`config.mk`:
```
export PLATFORM = sky130hd
export DESIGN_NAME = oam_dma_arbiter
export DESIGN_NICKNAME = d
export VERILOG_FILES = /design/src/rtl/oam_dma_arbiter_pkg.sv /design/src/rtl/oam_dma_arbiter_decode.sv /design/src/rtl/oam_dma_arbiter.sv
export SDC_FILE = /design/constraint.sdc
export NUM_CORES = 1
export LEC_CHECK = 0
export ABC_AREA = 1
export CORE_MARGIN = 4
export CORE_UTILIZATION = 46
export DETAILED_ROUTE_END_ITERATION = 10
export GPL_TIMING_DRIVEN = 0
export PLACE_DENSITY = 0.86
export SYNTH_ARGS = -nofsm -noshare
export SYNTH_HDL_FRONTEND = slang
export SYNTH_SLANG_ARGS = --single-unit
```
`constraint.sdc`:
```
create_clock -name i_Clk -period 3.3 [get_ports i_Clk]
set_clock_uncertainty 0.1 [all_clocks]
set_input_delay 0.66 -clock i_Clk [delete_from_list [all_inputs] [get_ports i_Clk]]
set_output_delay 0.66 -clock i_Clk [all_outputs]
set_load 0.005 [all_outputs]
```
`src/rtl/oam_dma_arbiter_pkg.sv`:
```
// Shared constants and state type for the OAM DMA arbiter and its address decoder.
package oam_dma_arbiter_pkg;

    localparam logic [15:0] DMA_REG_ADDR       = 16'hFF46;
    localparam logic [15:0] HRAM_LO            = 16'hFF80;
    localparam logic [15:0] HRAM_HI            = 16'hFFFE;
    localparam logic [15:0] OAM_BASE           = 16'hFE00;
    localparam int          DMA_LENGTH_DEFAULT = 160;

    typedef enum logic [1:0] {
        ST_IDLE     = 2'd0,
        ST_START    = 2'd1,
        ST_TRANSFER = 2'd2
    } dma_state_t;

endpackage

```
`src/rtl/oam_dma_arbiter_decode.sv`:
```
// CPU address decode: High RAM window and the DMA page register.
module hram_window_decode
    import oam_dma_arbiter_pkg::*;
(
    input  logic [15:0] address,
    output logic        is_hram,
    output logic        is_dma_reg
);

    assign is_hram    = (address >= HRAM_LO) && (address <= HRAM_HI);
    assign is_dma_reg = (address == DMA_REG_ADDR);

endmodule

```
`src/rtl/oam_dma_arbiter.sv`:
```
// OAM DMA engine: copies one source page into OAM while restricting the CPU to High RAM.
module oam_dma_arbiter
    import oam_dma_arbiter_pkg::*;
#(
    parameter int CYCLES_PER_BYTE = 4,
    parameter int DMA_LENGTH      = DMA_LENGTH_DEFAULT
) (
    input  logic        i_Clk,
    input  logic        i_Rst,
    input  logic [15:0] i_Cpu_Address,
    input  logic        i_Cpu_Bus_Enable,
    input  logic        i_Cpu_ReadWrite,
    input  logic [7:0]  i_Cpu_Data,
    output logic [7:0]  o_Cpu_Data,
    output logic        o_Cpu_Bus_Enable,
    output logic        o_Hram_Enable,
    output logic [15:0] o_Src_Address,
    output logic        o_Src_Read,
    input  logic [7:0]  i_Src_Data,
    output logic [7:0]  o_Oam_Address,
    output logic [7:0]  o_Oam_Data,
    output logic        o_Oam_Write,
    output logic        o_Dma_Active
);

    localparam logic [3:0] SUB_LAST = 4'(CYCLES_PER_BYTE - 1);
    localparam logic [7:0] IDX_LAST = 8'(DMA_LENGTH - 1);

    dma_state_t state, state_n;
    logic [7:0] page,  page_n;
    logic [7:0] index, index_n;
    logic [3:0] sub,   sub_n;

    logic is_hram;
    logic is_dma_reg;
    logic dma_start;
    logic cpu_read;
    logic blocked;
    logic in_transfer;

    hram_window_decode u_decode (
        .address    (i_Cpu_Address),
        .is_hram    (is_hram),
        .is_dma_reg (is_dma_reg)
    );

    assign dma_start   = i_Cpu_Bus_Enable & i_Cpu_ReadWrite & is_dma_reg;
    assign cpu_read    = i_Cpu_Bus_Enable & ~i_Cpu_ReadWrite;
    assign in_transfer = (state == ST_TRANSFER);

    always_ff @(posedge i_Clk or posedge i_Rst) begin
        if (i_Rst) begin
            state <= ST_IDLE;
            page  <= 8'h00;
            index <= 8'h00;
            sub   <= 4'h0;
        end else begin
            state <= state_n;
            page  <= page_n;
            index <= index_n;
            sub   <= sub_n;
        end
    end

    // The sub-counter times both the START wait and each byte slot of the transfer.
    always_comb begin
        state_n = state;
        page_n  = page;
        index_n = index;
        sub_n   = sub;
        if (dma_start) begin
            page_n  = i_Cpu_Data;
            index_n = 8'h00;
            sub_n   = 4'h0;
            state_n = ST_START;
        end else begin
            case (state)
                ST_START: begin
                    if (sub == SUB_LAST) begin
                        sub_n   = 4'h0;
                        index_n = 8'h00;
                        state_n = ST_TRANSFER;
                    end else begin
                        sub_n = sub + 4'd1;
                    end
                end
                ST_TRANSFER: begin
                    if (sub == SUB_LAST) begin
                        sub_n = 4'h0;
                        if (index == IDX_LAST) begin
                            index_n = 8'h00;
                            state_n = ST_IDLE;
                        end else begin
                            index_n = index + 8'd1;
                        end
                    end else begin
                        sub_n = sub + 4'd1;
                    end
                end
                default: begin
                    state_n = ST_IDLE;
                end
            endcase
        end
    end

    assign o_Dma_Active  = in_transfer;
    assign o_Src_Read    = in_transfer;
    assign o_Src_Address = in_transfer ? {page, index} : 16'h0000;
    assign o_Oam_Address = in_transfer ? index : 8'h00;
    assign o_Oam_Data    = in_transfer ? i_Src_Data : 8'h00;
    assign o_Oam_Write   = in_transfer && (sub == SUB_LAST);
    assign o_Hram_Enable = is_hram;

    // The page register stays reachable during DMA so software can poll or restart it.
    assign blocked          = in_transfer & i_Cpu_Bus_Enable & ~is_hram & ~is_dma_reg;
    assign o_Cpu_Bus_Enable = blocked ? 1'b0 : i_Cpu_Bus_Enable;

    always_comb begin
        o_Cpu_Data = 8'h00;
        if (cpu_read && is_dma_reg) begin
            o_Cpu_Data = page;
        end else if (cpu_read && blocked) begin
            o_Cpu_Data = 8'hFF;
        end
    end

endmodule

```
# After elaboration in Yosys (flattened, before gate mapping)
# Cells that the tools add are included.
# word_totals
inputBits	36
register_bits	22
# op_classes
n_eq_ne	8
n_reduce_logical	9
muxes	19
add_sub_neg	2
bitwise	9
magnitude_cmp	2
# ops
operator	count
2-to-1 mux 8 bit	8
equality test 16 bit, second input constant	1
>= comparator 16 bit, second input constant	1
less-or-equal comparator 16 bit, second input constant	1
2-to-1 mux 16 bit	1
one-hot mux 8 bit (2 select lines)	1
2-to-1 mux 4 bit	3
adder 8 x 1 -> 8 bit, second input constant	1
equality test 8 bit, second input constant	1
2-to-1 mux 2 bit	4
AND 1 bit	6
!= test 3 x 2 -> 1 bit, second input constant	2
AND reduction 3 bit	2
adder 4 x 1 -> 4 bit, second input constant	1
equality test 4 x 2 -> 1 bit, second input constant	1
logical AND 1 bit	4
one-hot mux 2 bit (2 select lines)	1
!= test 3 bit, second input constant	1
NOT 1 bit	3
nonzero test 3 bit	1
equality test 2 x 1 -> 1 bit, second input constant	1
equality test 2 bit, second input constant	1
nonzero test 2 bit	1
OR reduction 2 bit	1
2-to-1 mux 1 bit	1

# Logic depth before layout (Yosys ltp)
# Gate-level depths: netlist of the first run.
# depth
ltp_word	8
mapped_depth	9

# Modules after synthesis
# Synthesis of the first run repeated with hierarchy kept, for this count alone.
# unflattened
cells_unflattened	250
area_unflattened_um2	1636.6
# by_module_without_submodules
module	cells_each	instances	seq_area_each_um2	area_each_um2
oam_dma_arbiter	221	1	550.5	1520.2
hram_window_decode	29	1	0.0	116.4

# Least setup slack after synthesis of the first run
# OpenSTA, ideal clock, no wires.
# synth_path
path_kind	input-to-output
startpoint	input i_Cpu_Address[15]
endpoint	output o_Cpu_Data[0]
arrival_time_ps	1367
path_slack_ps	1173
path_stages	7
required_time_ps	2540
path_cell_list	nand4_1 nor2_4 inv_1 nor2_1 nor2_1 nand3_1 nand2_1
# synth_via
elab_chain_len	8
word_cells_on_any_way	12
# synth_lines
item	line	text
start: declaration	oam_dma_arbiter.sv:10	input logic [15:0] i_Cpu_Address,
>= comparator 16 bit or less-or-equal comparator 16 bit (tied branches)	oam_dma_arbiter_decode.sv:10	assign is_hram = (address >= HRAM_LO) && (address <= HRAM_HI);
logical AND 1 bit	oam_dma_arbiter_decode.sv:10	
NOT 1 bit	oam_dma_arbiter.sv:116	assign blocked = in_transfer & i_Cpu_Bus_Enable & ~is_hram & ~is_dma_reg;
AND 1 bit (2 in series)	oam_dma_arbiter.sv:116	
logical AND 1 bit	oam_dma_arbiter.sv:123	end else if (cpu_read && blocked) begin
2-to-1 mux 8 bit	oam_dma_arbiter.sv:123	
2-to-1 mux 8 bit *	oam_dma_arbiter.sv:121	if (cpu_read && is_dma_reg) begin
end: declaration	oam_dma_arbiter.sv:14	output logic [7:0] o_Cpu_Data,
# Every way passes the cells marked *; elsewhere a longest branch is shown, timed or not.

# Worst setup path in the final report of the first run
# layout_path
startpoint	input i_Cpu_Address[6]
endpoint	output o_Cpu_Data[6]
# The elaborated chain is that of the path after synthesis.

==> metrics, run 1 <==
hold depth 2; number of diodes 0; Critical Path RT 2540 ps; initial antenna violation count 0; register area share after synthesis 29.55%; Register Area 550.5 µm²; area of the multi-input gates 959.7 µm²; Initial Util 49.04%; largest cells by area after synthesis dfrtp_1 30%, nand2_1 18%, inv_1 12%, o21ai_2 5.6%, nor2_1 4.8%; Layout Area Growth over Synthesis 51.31%; Setup CP Type input port to output pin; cell taking the most area after synthesis dfrtp_1; Root Driver clkbuf_8; largest net degree at the start of global routing 23; Clock Latency Late Sink 270 ps; die area 0.005132 mm²; CP Buf/Inv Count 4; Clock Sinks 22; max_slew headroom 44.71%; Initial DRC Count 124; Worst path top cell family by delay buffers and inverters; Primary FF master, synth dfrtp_1; setup bufs post-CTS 0; Fill cells 315; CP max stage delay 500 ps; fin cells 417; status finished, final reports clean; # resized after CTS 0; Netlist Area Pre-Place 0.001863 mm²; drt total wl 4866 µm; Via density 4.734; total track usage 19.98%; Synth async-reset ratio 100.0%; layout cells sized above 1 13.01%; core area 0.003799 mm²; leakage 1.579 nW; CP startpoint kind input port; routed len/inst 11.67 µm; top post-synthesis cells by count 91 x nand2_1, 62 x inv_1, 24 x nor2_1, 22 x dfrtp_1, 16 x nand3_1; Setup WS post-layout 124.5 ps; Crit. End Element output pin; critical path depth 10; top cell type's share of synthesized area 29.55%; Synthesis Warnings 0; Synthesized Nets 325; vias 1974; critical path arrival 2420 ps; fin. max-slew vios 0; via count of the first global-routing pass 1857; Final min period 3175 ps; CTS max path bufs 2; R2R cell count 8; Slowest cell on crit path clkdlybuf4s50_1; Post-route DRC 0; TritonCTS clock tree built; final setup fails 0; Hold Crit Class flop to flop; Gate Count Post-Synth 285; CP max FO 8; DP Wirelength 3950 µm; GP Congestion 0.8808; CTS H-Tree Depth 1; FF+latch count, synth 22; Final Hold Slack 410.9 ps; most common cell in the netlist nand2_1; most frequent CP cell nand2_1; Cell Chain, Critical Path clkdlybuf4s50_1 -> inv_1 -> nor2_1 -> nand2_1 -> nor2_2 -> and3_1 -> buf_6 -> nand2_1 -> nand2_1 -> clkdlybuf4s50_1; # nets final 410; port bufs 80; post-layout instance area 0.002819 mm²; DP Cell Count 413; # hold bufs at CTS 0; DRT Pass-1 Iters 4; Tcrit/Tclk final 96.23%; Worst-path clk slew 80 ps; first-pass GRT wire length 8335 µm; Pwr Total 588.7 µW; final hold vios 0; Distinct cells, synth 28; Achievable Freq 0.3149 GHz; DP Worst Slack 33.27 ps; total I/O pin count 81; Worst-Margin Slew 828.5 ps; RSZ-0062 raised after global routing yes; EDFF count, synth 0; post-layout util 74.21%; setup TNS 0 ps; antenna viol nets, final 0; gr ovfl total 0; Cell Rows 22; worst vdd ir 0.2350 mV; chip height 71.64 µm; Max-Cap Viols 0; Synth Area per Inst 6.537 µm²; CTS buffer count 3; dpl cell area 0.002724 mm²; Pwr per Cell Area 208.8 mW/mm²; chip width 71.64 µm
-- power by group --
group          internal [mW]  switching (mW)
clock network          0.162          0.0895
logic                 0.0421          0.0257
registers              0.269       0.0000240
-- placed cells by master (no fill, tap or decap), drive strengths merged --
cell type / Yosys / final
a21oi: 2 / 2
and3: 1 / 1
buf: 16 / 16
bufinv: 0 / 1
clkbuf: 0 / 3
clkdlybuf4s50: 0 / 76
dfrtp: 22 / 22
dlymetal6s2s: 0 / 4
ha: 4 / 4
inv: 62 / 62
nand2: 94 / 94
nand3: 21 / 21
nand3b: 1 / 1
nand4: 8 / 8
nor2: 30 / 30
nor3: 1 / 1
o21ai: 18 / 18
o21bai: 1 / 1
or2: 2 / 2
xor2: 2 / 2
-- worst reg2reg max path, stage by stage (launching register included) --
cell and delay, ps:
dfrtp_1 450, ha_1 300, nand2_1 80, inv_1 80
nand4_1 180, nand3_1 200, nand2_1 90, nand2_1 60
nand2_1 50
-- kinds of logic (layout without fill, tap and decap cells) --
kind of cell / Yosys count / count (layout) / share of synthesized area [%]
and+or+nand+nor: 158 / 158 / 39.29
buffers and inverters: 78 / 162 / 19.34
DFF: 22 / 22 / 29.55
AOI/OAI and AO/OA: 21 / 21 / 8.194
adders and majority gates: 4 / 4 / 2.686
xor gates and xnor gates: 2 / 2 / 0.9404
-- state kept, by name, indices dropped and copies added, names as in the netlist --
register	cells
state	2
page	8
index	8
sub	4
-- final timing paths --
check,slack [ps],startpoint,to
setup / recovery,120,i_Cpu_Address[6],o_Cpu_Data[6]
hold / removal,410,state[0],state[0]
setup reg to reg,1610,index[0],state[1]
hold reg to reg,410,state[0],state[0]
max in group asynchronous,1830,i_Rst,index[0]
min in group asynchronous,750,i_Rst,page[6]
-- per-layer routing --
layer	global-route usage (%)	share of wire, %	up-vias
li1	-	-	1019
met1	25.76	42	874
met3	3.787	6.0	16
met2	32.76	49	65
met4	8.142	3.0	0
met5	0	0	-
-- final cells by class --
type	instances	area share, %
inverter	62	8.256
tap	48	2.130
clock inverter	1	1.065
sequential	22	19.53
timing repair buffer	80	28.76
multi-input combinational	185	34.04
clock buffer	3	1.465
buffer	16	4.749
Note: power is estimated with default switching activity, not from simulation.
==> run 2, diff against run 1 <==
Settings changed: CELL_PAD_IN_SITES_DETAIL_PLACEMENT set to 2, CELL_PAD_IN_SITES_GLOBAL_PLACEMENT set to 2, CORE_UTILIZATION 46 to 22, CTS_BUF_LIST set to sky130_fd_sc_hd__clkbuf_4 sky130_fd_sc_hd__clkbuf_8, PLACE_DENSITY 0.86 to unset, PLACE_DENSITY_LB_ADDON set to 0.1.
Clock period 3.3 ns to 3.6 ns, I/O delays scaled along.
==> run 2 against run 1 <==
Net effect: clock-buffer cell count unchanged; core utilization decreased by 39 points; sequential cell count did not move; final area grew 1.9%; combinational power decreased by 5.2%; worst setup slack gained 88 ps; die area is 95% higher; register-to-register slack gained 240 ps; cell count increased by 14%; sequential power decreased by 8.2%; critical path depth did not move; via count is 3.1% higher; critical endpoint is now o_Cpu_Data[5]; highest routed layer unchanged.
==> metrics, run 2 (synthesis results as in run 1) <==
Crit. End Element output pin; Hold Crit Class flop to flop; Final min period 3387 ps; first-pass GRT wire length 10380 µm; Fill cells 1023; setup bufs post-CTS 0; Clock Sinks 22; combinational share of power 11.7%; fin. max-slew vios 0; area of the multi-input gates 957.2 µm²; total track usage 12.67%; Initial Util 22.67%; core area 0.008217 mm²; drt total wl 6126 µm; antenna viol nets, final 0; GP Congestion 0.7500; CTS max path bufs 2; initial antenna violation count 0; Clock Latency Late Sink 270 ps; port bufs 80; R2R cell count 8; worst vdd ir 0.1079 mV; Int Pwr 434.2 µW; layout cells sized above 1 12.74%; Pwr per Cell Area 191.1 mW/mm²; most frequent CP cell nand2_1; setup TNS 0 ps; Layout Area Growth over Synthesis 54.13%; Cell Rows 33; Root Driver clkbuf_8; commonest non-fill, non-tap cell in the layout nand2_1; r2r setup slk 1850 ps; gr ovfl total 0; CP max stage delay 500 ps; max_slew headroom 37.59%; leakage 1.504 nW; Max-Cap Viols 0; RSZ-0062 raised after global routing no; die area 0.01001 mm²; Worst-Margin Slew 935.1 ps; Critical Path RT 2780 ps; CTS buffer count 3; Register Area 550.5 µm²; Initial DRC Count 28; number of diodes 0; R2R Path End state[0]; # hold bufs at CTS 0; Setup CP Type input port to output pin; via count of the first global-routing pass 2152; TritonCTS clock tree built; most frequent cells in the layout 91 x nand2_1, 80 x clkdlybuf4s50_1, 62 x inv_1, 24 x nor2_1, 22 x dfrtp_1; final setup fails 0; chip height 100.0 µm; switching share of power 20.87%; final hold vios 0; dpl cell area 0.002795 mm²; routed len/inst 12.92 µm; Psw 114.5 µW; Cell Chain, Critical Path clkdlybuf4s50_1 -> inv_1 -> nor2_1 -> nand2_1 -> nor2_2 -> and3_1 -> buf_2 -> nand2_1 -> nand2_1 -> clkdlybuf4s50_1; # resized after CTS 0; FF-to-FF Start index[0]; Sequential Power Share 45.0%; worst setup path start i_Cpu_Address[6]; Worst-path clk slew 80 ps; # nets final 410; Achievable Freq 0.2952 GHz; status finished, final reports clean; post-layout util 34.95%; DRT Pass-1 Iters 4; Pwr Total 548.7 µW; post-layout instance area 0.002872 mm²; Slowest cell on crit path clkdlybuf4s50_1; Post-route DRC 0; total I/O pin count 81; CP startpoint kind input port; Critical Path Sink o_Cpu_Data[5]; chip width 100.0 µm; fin cells 474; largest net degree at the start of global routing 23; biggest regs index (8), page (8), sub (4); Via density 4.293; DP Cell Count 470; Tcrit/Tclk final 94.09%; critical path arrival 2570 ps; CP max FO 8; vias 2035; DP Wirelength 5072 µm; CTS H-Tree Depth 1; Clock power frac 43.3%
run 2: stage by stage:
stage	worst slack, ps	hold WS (ps)
finish	212.6	413.7
global route	42.60	450.4
CTS	141.0	423.3
detailed placement	140.5	401.1
global placement	169.5	391.3
floorplan	1353	367.2
run 2: layout make-up:
| cell class | instances | share of cell area [%] |
|---|---|---|
| tap | 105 | 4.575 |
| clock inverter | 1 | 1.046 |
| multi-input combinational | 185 | 33.33 |
| buffer | 16 | 4.444 |
| inverter | 62 | 8.105 |
| sequential | 22 | 19.17 |
| timing repair buffer | 80 | 27.89 |
| clock buffer | 3 | 1.438 |
run 2: power by group through the flow:
stage                     registers [mW]  logic [mW]  clock network, mW
after floorplan                    0.252      0.0164                  0
after global placement             0.252      0.0642                  0
after detailed placement           0.252      0.0652                  0
after CTS                          0.247      0.0655              0.248
after global routing               0.247      0.0715              0.259
final                              0.247      0.0643              0.237
run 2: worst min path at each step:
stage / slack, ps / end / cells past startpoint / startpoint
4_1_cts: 420 / page[6] / 2 / page[6]
5_1_grt: 450 / page[1] / 2 / page[1]
3_5_place_dp: 400 / page[6] / 2 / page[6]
6_report: 410 / state[0] / 2 / state[0]
2_1_floorplan: 370 / state[1] / 2 / state[1]
3_3_place_gp: 390 / state[0] / 2 / state[0]
run 2: worst max-delay path: cells and delay by family:
| kind | cells | cell delay [ps] |
|---|---|---|
| buffers and inverters | 4 | 1250 |
| AND/OR/NAND/NOR | 6 | 600 |
run 2: layer usage:
layer	track usage [%]	part of all wire (%)
met4	1.554	0.49
met1	16.23	45
met2	23.04	51
met5	0	0
met3	2.015	4.0
==> run 3, diff against run 2 <==
Settings changed: SLEW_MARGIN set to 20.
==> results of run 3 <==
No change in the layout: final DEF, timing and power equal those of run 2.
